--- config.mk ---
export PLATFORM = sky130hd
export DESIGN_NAME = cache_ri
export DESIGN_NICKNAME = d
export VERILOG_FILES = /design/src/rtl/cache_ri.sv
export SDC_FILE = /design/constraint.sdc
export NUM_CORES = 1
export LEC_CHECK = 0
export CAP_MARGIN = 20
export CORE_ASPECT_RATIO = 0.8
export CORE_UTILIZATION = 35
export DETAILED_ROUTE_END_ITERATION = 10
export GPL_TIMING_DRIVEN = 0
export PLACE_DENSITY = 0.62
export SKIP_CTS_REPAIR_TIMING = 1
export SLEW_MARGIN = 5
export SYNTH_ARGS = -nofsm -noshare
export SYNTH_HDL_FRONTEND = slang
export SYNTH_SLANG_ARGS = --single-unit
--- constraint.sdc ---
create_clock -name clk -period 2 [get_ports clk]
set_input_delay 0.3 -clock clk [delete_from_list [all_inputs] [get_ports clk]]
set_output_delay 0.3 -clock clk [all_outputs]
set_load 0.03 [all_outputs]
--- src/rtl/cache_ri.sv ---
// cache_ri: responder side of the cache command channel. Runs block refills, uncached
// single-word IO accesses and bus-free control commands on the memory master port.
// Optional build macro: CACHE_RI_CRITICAL_WORD_FIRST_EN (refill starts at the requested word).
module cache_ri #(
  parameter int BLOCK_WORDS = 16,
  parameter int CNT_WIDTH   = 4
) (
  input  logic        clk,
  input  logic        rest,
  input  logic [3:0]  s_cmd,
  input  logic        s_cmd_valid,
  output logic        s_cmd_ready,
  input  logic [31:0] s_address,
  input  logic [3:0]  s_byteEnable,
  input  logic        s_read,
  input  logic        s_write,
  input  logic [31:0] s_writeData,
  output logic [31:0] m1_address,
  output logic [3:0]  m1_byteEnable,
  output logic        m1_read,
  output logic        m1_write,
  output logic [31:0] m1_writeData,
  input  logic        m1_waitRequest,
  input  logic [31:0] m1_readData,
  input  logic        m1_readDataValid,
  output logic [31:0] ri_wAddr,
  output logic [31:0] ri_wData,
  output logic        ri_wEn,
  output logic        ri_blockDone,
  output logic        ri_critValid,
  output logic [31:0] io_readData,
  output logic        io_readDataValid
);

  typedef enum logic [2:0] {IDLE, RB, IO_REQ, IO_WAIT, DONE} state_t;

  localparam logic [3:0]           CMD_RB     = 4'h1;
  localparam logic [3:0]           CMD_IORW   = 4'h2;
  localparam logic [CNT_WIDTH:0]   FULL       = (CNT_WIDTH + 1)'(BLOCK_WORDS);
  localparam logic [CNT_WIDTH:0]   ONE        = (CNT_WIDTH + 1)'(1);
  localparam logic [31:0]          BLOCK_MASK = 32'(BLOCK_WORDS * 4 - 1);

  state_t               state;
  logic [3:0]           cmd_q;
  logic [31:0]          addr_q;
  logic                 rd_q;
  logic [CNT_WIDTH:0]   icnt;
  logic [CNT_WIDTH:0]   rcnt;

  // Byte address of the cnt-th word of a refill; the word index wraps inside the block.
  function automatic logic [31:0] word_addr(input logic [31:0] a, input logic [CNT_WIDTH:0] cnt);
    logic [31:0]          start;
    logic [CNT_WIDTH-1:0] idx;
`ifdef CACHE_RI_CRITICAL_WORD_FIRST_EN
    start = a >> 2;
`else
    start = '0;
`endif
    idx = CNT_WIDTH'(start + 32'(cnt));
    return (a & ~BLOCK_MASK) | {{(30 - CNT_WIDTH){1'b0}}, idx, 2'b00};
  endfunction

  always_ff @(posedge clk) begin
    if (!rest) begin
      state            <= IDLE;
      cmd_q            <= '0;
      addr_q           <= '0;
      rd_q             <= 1'b0;
      icnt             <= '0;
      rcnt             <= '0;
      s_cmd_ready      <= 1'b0;
      m1_address       <= '0;
      m1_byteEnable    <= '0;
      m1_read          <= 1'b0;
      m1_write         <= 1'b0;
      m1_writeData     <= '0;
      ri_wAddr         <= '0;
      ri_wData         <= '0;
      ri_wEn           <= 1'b0;
      ri_blockDone     <= 1'b0;
      ri_critValid     <= 1'b0;
      io_readData      <= '0;
      io_readDataValid <= 1'b0;
    end else begin
      // NOTE: pulse outputs default low and are raised below for one cycle; every branch
      // reads pre-edge values because all state updates are non-blocking.
      s_cmd_ready      <= 1'b0;
      ri_wEn           <= 1'b0;
      ri_blockDone     <= 1'b0;
      ri_critValid     <= 1'b0;
      io_readDataValid <= 1'b0;

      unique case (state)
        IDLE: begin
          // Ready is still high on the edge where the front end drops valid: do not re-accept.
          if (s_cmd_valid && !s_cmd_ready) begin
            cmd_q  <= s_cmd;
            addr_q <= s_address;
            rd_q   <= s_read;
            if (s_cmd == CMD_RB) begin
              icnt          <= '0;
              rcnt          <= '0;
              m1_read       <= 1'b1;
              m1_write      <= 1'b0;
              m1_byteEnable <= 4'hF;
              m1_address    <= word_addr(s_address, '0);
              state         <= RB;
            end else if (s_cmd == CMD_IORW && (s_read || s_write)) begin
              m1_address    <= s_address & ~32'h3;
              m1_byteEnable <= s_byteEnable;
              m1_read       <= s_read;
              m1_write      <= s_write & ~s_read;
              m1_writeData  <= s_writeData;
              state         <= IO_REQ;
            end else begin
              state <= DONE;
            end
          end
        end

        RB: begin
          if (m1_read && !m1_waitRequest) begin
            icnt <= icnt + ONE;
            if (icnt + ONE == FULL) m1_read <= 1'b0;
            else                    m1_address <= word_addr(addr_q, icnt + ONE);
          end
          if (m1_readDataValid && rcnt != FULL) begin
            ri_wEn   <= 1'b1;
            ri_wData <= m1_readData;
            ri_wAddr <= word_addr(addr_q, rcnt);
            rcnt     <= rcnt + ONE;
`ifdef CACHE_RI_CRITICAL_WORD_FIRST_EN
            ri_critValid <= (rcnt == '0);
`endif
          end else if (rcnt == FULL) begin
            ri_blockDone <= 1'b1;
            state        <= DONE;
          end
        end

        IO_REQ: begin
          if (!m1_waitRequest) begin
            m1_read  <= 1'b0;
            m1_write <= 1'b0;
            state    <= rd_q ? IO_WAIT : DONE;
          end
        end

        IO_WAIT: begin
          if (m1_readDataValid) begin
            io_readData <= m1_readData;
            state       <= DONE;
          end
        end

        DONE: begin
          s_cmd_ready      <= 1'b1;
          io_readDataValid <= (cmd_q == CMD_IORW) && rd_q;
          state            <= IDLE;
        end

        default: state <= IDLE;
      endcase
    end
  end

endmodule

== Word-level counts from Yosys, hierarchy flattened ==
Index checks and enable logic that the tools add are counted.

* Add/subtract/negate cells: 2
* Equal/unequal tests: 21
* Mux-type cells: 37
* Bitwise logic cells: 7
* Reduce and logical (&&, ||, !) cells: 27

{| class="wikitable"
|+ Operator list
! operator !! number
|-
| $mux W32 || 5
|-
| $or A32 B6 Y32 || 2
|-
| $pmux W32 S2 || 1
|-
| $mux W3 || 8
|-
| $mux W5 || 4
|-
| $ne A2 B2 Y1 const B || 10
|-
| $pmux W5 S2 || 2
|-
| $reduce_and A4 Y1 || 4
|-
| $mux W1 || 12
|-
| $pmux W3 S4 || 1
|-
| $add A5 B1 Y5 const B || 2
|-
| $eq A5 B5 Y1 const B || 2
|-
| $reduce_and A2 Y1 || 5
|-
| $reduce_and A5 Y1 || 2
|-
| $eq A4 B2 Y1 const B || 2
|-
| $mux W4 || 2
|-
| $eq A3 B2 Y1 const B || 2
|-
| $reduce_and A6 Y1 || 1
|-
| $reduce_bool A2 Y1 || 3
|-
| $logic_and A1 B1 Y1 || 5
|-
| $ne A5 B5 Y1 const B || 1
|-
| $eq A4 B1 Y1 const B || 1
|-
| $not A1 Y1 || 4
|-
| $eq A3 B1 Y1 const B || 1
|-
| other kinds (11) || 12
|}

* Flip-flop bits (word level): 220
* Input bits: 111
* Output and inout port bits: 171
* Logic and storage cells: 112

== Depth between registers and ports, before layout ==
* Depth in word-level cells: 6
* Mapped depth: 9
* Mapped depth without buffers: 7

== Least setup slack after synthesis ==
Ideal clock, no wire load.

* Kind: register -> register
* From: register state[1]
* To: register m1_address[17]
* Library setup time: 89 ps
* Data arrival time: 1667 ps
* Data required time: 1911 ps
* Slack: 245 ps
* Stages on the path, launching flop included: 9
* Path buffers: 3
* Period minus slack after synthesis: 1755 ps
* Cells stage by stage: dfxtp_1 buf_2 or3b_1 buf_2 nor2_4 o21a_1 buf_2 nor3_1 a311oi_2

* Longest elaborated chain between the ends: 3
* Elaborated cells on any way between the ends: 9
* Classes of those cells: 5 x eq/ne; 1 x mux; 3 x reduce/logical

{| class="wikitable"
|+ Ends and longest elaborated chain
! element !! line !! source
|-
| start: declaration || 43 || <nowiki>state_t state;</nowiki>
|-
| start signal: assignment || 145 || <nowiki>state <= rd_q ? IO_WAIT : DONE;</nowiki>
|-
| $eq A3 B1 Y1 or $logic_not A3 Y1 (tied branches) || 93 || <nowiki>unique case (state)</nowiki>
|-
| $ne A2 B2 Y1 (no source line) (tied with other cells) || n/a ||
|-
| $reduce_and A5 Y1 (no source line) || n/a ||
|-
| end signal: assignment || 106 || <nowiki>m1_address <= word_addr(s_address, '0);</nowiki>
|-
| end signal: assignment || 109 || <nowiki>m1_address <= s_address & ~32'h3;</nowiki>
|-
| end signal: assignment || 125 || <nowiki>else m1_address <= word_addr(addr_q, icnt + ONE);</nowiki>
|-
| end: declaration || 18 || <nowiki>output logic [31:0] m1_address,</nowiki>
|}

Parallel ways exist; a longest one is shown, timed or not.
A chain may end at the register's enable or synchronous reset.

== Final worst setup path ==
* From: input s_cmd[0]
* To: register m1_address[14]

* Longest elaborated chain between the ends: 4
* Elaborated cells on any way between the ends: 8
* Classes of those cells: 3 x eq/ne; 3 x mux; 2 x reduce/logical

{| class="wikitable"
|+ Ends and longest elaborated chain
! element !! line !! source
|-
| start: declaration || 10 || <nowiki>input logic [3:0] s_cmd,</nowiki>
|-
| $eq A4 B2 Y1 or $eq A4 B1 Y1 (tied branches) || 108, 100 ||
|-
| $logic_and A1 B1 Y1 or $mux W32 (tied branches) || 108, 100 ||
|-
| $ne A3 B3 Y1 (no source line) or $mux W32 (tied branches) || n/a ||
|-
| $reduce_and A5 Y1 (no source line) or $pmux W32 S2 (tied branches) || n/a ||
|}

Parallel ways exist; a longest one is shown, timed or not. The select of a mux whose other input is x is not followed.

==> out/results.txt <==
The wire length of the first global-routing pass is 40.97 mm, and the initial core utilization is 0.3572. The number of cells on the worst reg-to-reg path was 8; the number of buffers between clock root and the deepest sink was 3. After synthesis, the netlist uses 51 different library cells. Via count of the first global-routing pass: 7344.

The endpoint of the worst-slack reg-to-reg timing path is m1_address[27]. Setup repair after global routing could not meet its margin everywhere. By area the synthesized netlist is led by sky130_fd_sc_hd__dfxtp_1 (52%), sky130_fd_sc_hd__nand2_1 (18%), sky130_fd_sc_hd__a21oi_1 (10%), sky130_fd_sc_hd__a311oi_2 (2.6%), sky130_fd_sc_hd__clkbuf_1 (2.5%). At the end of routability-driven placement, the weighted congestion stood at 0.9024. The synthesized design contains 0 enable-type register cells. A synthesized cell averages 8.046 um2.

The tools report the start point of the worst min-delay path as s_cmd[1]. For this design the top-level I/O count stands at 282. Entering global routing, the biggest net connects 14 pins. The floorplan step defined a die boundary enclosing 23580 um2.

The logs give 999 for the gate count of the mapped netlist and 8038 um2 for the synthesized area. Max-cap violations in this run came to 0. The number of I/O port buffers was 274. The chip width is 171.4 um.

The sequential-to-total area share from yosys stat came out at 0.5230. The startpoint identified for the worst register-to-register timing path is state[1]. The global router's overall resource usage is 0.2246, and the count of standard-cell rows is 49. The post-route clock period utilization is 0.9802, and the insertion delay of the later-clocked pin in the worst-skew pair is 0.51 ns. The number of antenna violations at the first check in global routing was 2. The share of async-settable or async-resettable flops after synthesis is 0. The clock period could shrink to 1.960 ns. Yosys printed 0 warnings. The share of the synthesized area in the top cell type is 0.5230. The startpoint class of the critical path is a primary input. The area growth from synthesis to layout is 51.49%.

The number of failing hold endpoints at the final stage was 0; the sum of overflow across all layers after global routing was 0. The count of antenna-violating nets left after detailed routing was 0; the routed wire length was 27.40 mm. The run finished with clean final reports. The highest net fanout along the worst path is 6, and the cell count of the worst hold path is 3.

The count of unresolved DRC violations after routing was 0; the total of endpoints with negative setup slack in the final report was 0. After detailed routing, the number of vias per cell comes to 4.893. The number of pins with negative max-slew slack in the final report came out at 0.

Setup slack on the worst reg-to-reg path comes out at 0.09 ns. The run gives 2.42 ns as the required arrival time at the worst endpoint. The most instantiated flip-flop cell in the synthesis netlist was sky130_fd_sc_hd__dfxtp_1.

Counting flops and latches in the post-synthesis netlist gives 210. The tree built by TritonCTS fans out to 210 sinks. The tools report the utilization after layout as 0.5412.

The tools report the capture endpoint of the worst hold path as cmd_q[1]. The largest total area in the synthesized netlist belongs to sky130_fd_sc_hd__dfxtp_1. The top achievable clock speed was 510.1 MHz. The final HPWL from detailed placement is 20.22 mm, and the post-place setup slack is -0.7833 ns. The core region is 22500 um2. Start point of the critical path: s_cmd[0]. The element type at the critical path end is a register. Once layout is complete, the cells apart from fillers number 1632.

Actual transition at the worst max-transition pin: 0.7018 ns. For the worst slew margin relative to its limit, the log shows 0.5309. The logs give 4.246 nW for the leakage power figure and 9.604 mW for the overall power. The worst setup path is of the in2reg kind. The tools report the H-tree depth reported by CTS as 1.

In this run, the number of DRC markers left after iteration 0 of detailed routing was 554. The total via count after detailed routing is 7986. TritonCTS built the clock tree. The area of all placed cells without fillers was 12180 um2; the power per cell area was 788.7 nW/um2. Dividing the detail-routed wire length by the instance count gives 16.79 um. The ratio of cells with drive above 1 in the final layout was 0.09290.

After clock tree synthesis, the clock-pin slew on the worst setup and hold paths is 0.06 ns. The first detailed-routing pass ran for 5 iterations. In the post-route analysis, the smallest setup slack over all paths is 0.03967 ns. In the synthesized netlist, the cells that appear most often are sky130_fd_sc_hd__nand2_1 (377), sky130_fd_sc_hd__dfxtp_1 (210), sky130_fd_sc_hd__a21oi_1 (161), sky130_fd_sc_hd__clkbuf_1 (53), sky130_fd_sc_hd__nor3_1 (35). The tools report the sum of negative setup slack as 0 ns.

In this run, placement finished with an instance count of 1583. The final layout contains 1422 nets. Across the routed clock network, the largest skew measured is 0.01460 ns. In this run the vertical extent of the chip is 137.5 um.

The path class of the tightest hold or removal check is in2reg. The data arrival time of the worst path was 2.38 ns. The smallest hold slack was 0.1455 ns. IR analysis of the VDD net gives a maximum drop of 502.1 uV.

The most common cell in the synthesized netlist is sky130_fd_sc_hd__nand2_1. In this run, CTS created clock tree buffers numbering 23. The run gives 11180 um2 as the area of placed instances. CTS placed an instance of sky130_fd_sc_hd__clkbuf_16 at the clock tree root.
## how the worst max path moves through the flow
stage / end / slack [ns] / cells after the start
after global placement: m1_writeData[4] / -0.81 / 7
after CTS: ri_wAddr[16] / -0.28 / 8
after detailed placement: m1_writeData[4] / -0.78 / 7
final: m1_address[14] / 0.04 / 8
after floorplan: m1_address[17] / 0.24 / 8
after global routing: m1_writeData[12] / -0.03 / 8
## layer usage
| layer | up-vias | wire length (um) | GRT usage |
|---|---|---|---|
| met5 | - | 0 | 0 |
| met4 | 0 | 688 | 0.06696 |
| met3 | 40 | 2193 | 0.05631 |
| met2 | 280 | 11950 | 0.3387 |
| met1 | 3697 | 12570 | 0.3141 |
| li1 | 3969 | - | - |
## sequential cells by signal, summed over array words and instances, names as in the netlist
name,cells
m1_read,1
m1_byteEnable,4
rd_q,1
m1_writeData,32
m1_address,30
ri_blockDone,1
s_cmd_ready,1
icnt,5
ri_wData,32
ri_wAddr,30
state,3
io_readDataValid,1
cmd_q,4
addr_q,26
ri_wEn,1
io_readData,32
rcnt,5
m1_write,1
## where the power goes
part           switching (mW)  internal, mW
registers              0.0545          4.26
logic                   0.433         0.372
clock network            1.72          2.76
total                    2.21          7.39
## layout make-up
class	count	area, um2
Timing Repair Buffer	281	2798
Clock buffer	34	686.9
Multi-Input combinational cell	706	3512
Buffer	81	455.4
Clock inverter	7	113.9
Tap cell	306	382.9
Fill cell	2150	10320
Inverter	5	18.77
Antenna cell	2	5.005
Sequential cell	210	4204
## critical path, stage by stage
cell and delay [ns]:
sky130_fd_sc_hd__clkdlybuf4s50_1 0.46, sky130_fd_sc_hd__nand2b_1 0.20, sky130_fd_sc_hd__or4_4 0.57, sky130_fd_sc_hd__a21oi_4 0.18, sky130_fd_sc_hd__buf_4 0.18, sky130_fd_sc_hd__buf_2 0.18, sky130_fd_sc_hd__nor3_1 0.06, sky130_fd_sc_hd__a311oi_1 0.24
## cells in the final DEF (no fill, tap or decap), drive strengths merged, types with 10 or more instances in the layout
| cell | n |
|---|---|
| dfxtp | 210 |
| clkbuf | 89 |
| a21oi | 162 |
| nor2 | 20 |
| o21ai | 10 |
| buf | 33 |
| nand2 | 377 |
| nor3 | 35 |
| a311oi | 27 |
| clkdlybuf4s50 | 272 |
## cell families after synthesis
| family | after synthesis | share of synthesized area |
|---|---|---|
| simple gates | 463 | 0.2360 |
| compound gates | 227 | 0.1784 |
| flops | 210 | 0.5230 |
| buf+inv | 87 | 0.04841 |
| xor+xnor | 6 | 0.006538 |
| fa+ha+maj | 3 | 0.004670 |
| mux | 2 | 0.002491 |
| other cells | 1 | 0.0004666 |
Note: power is estimated with default switching activity, not from simulation.
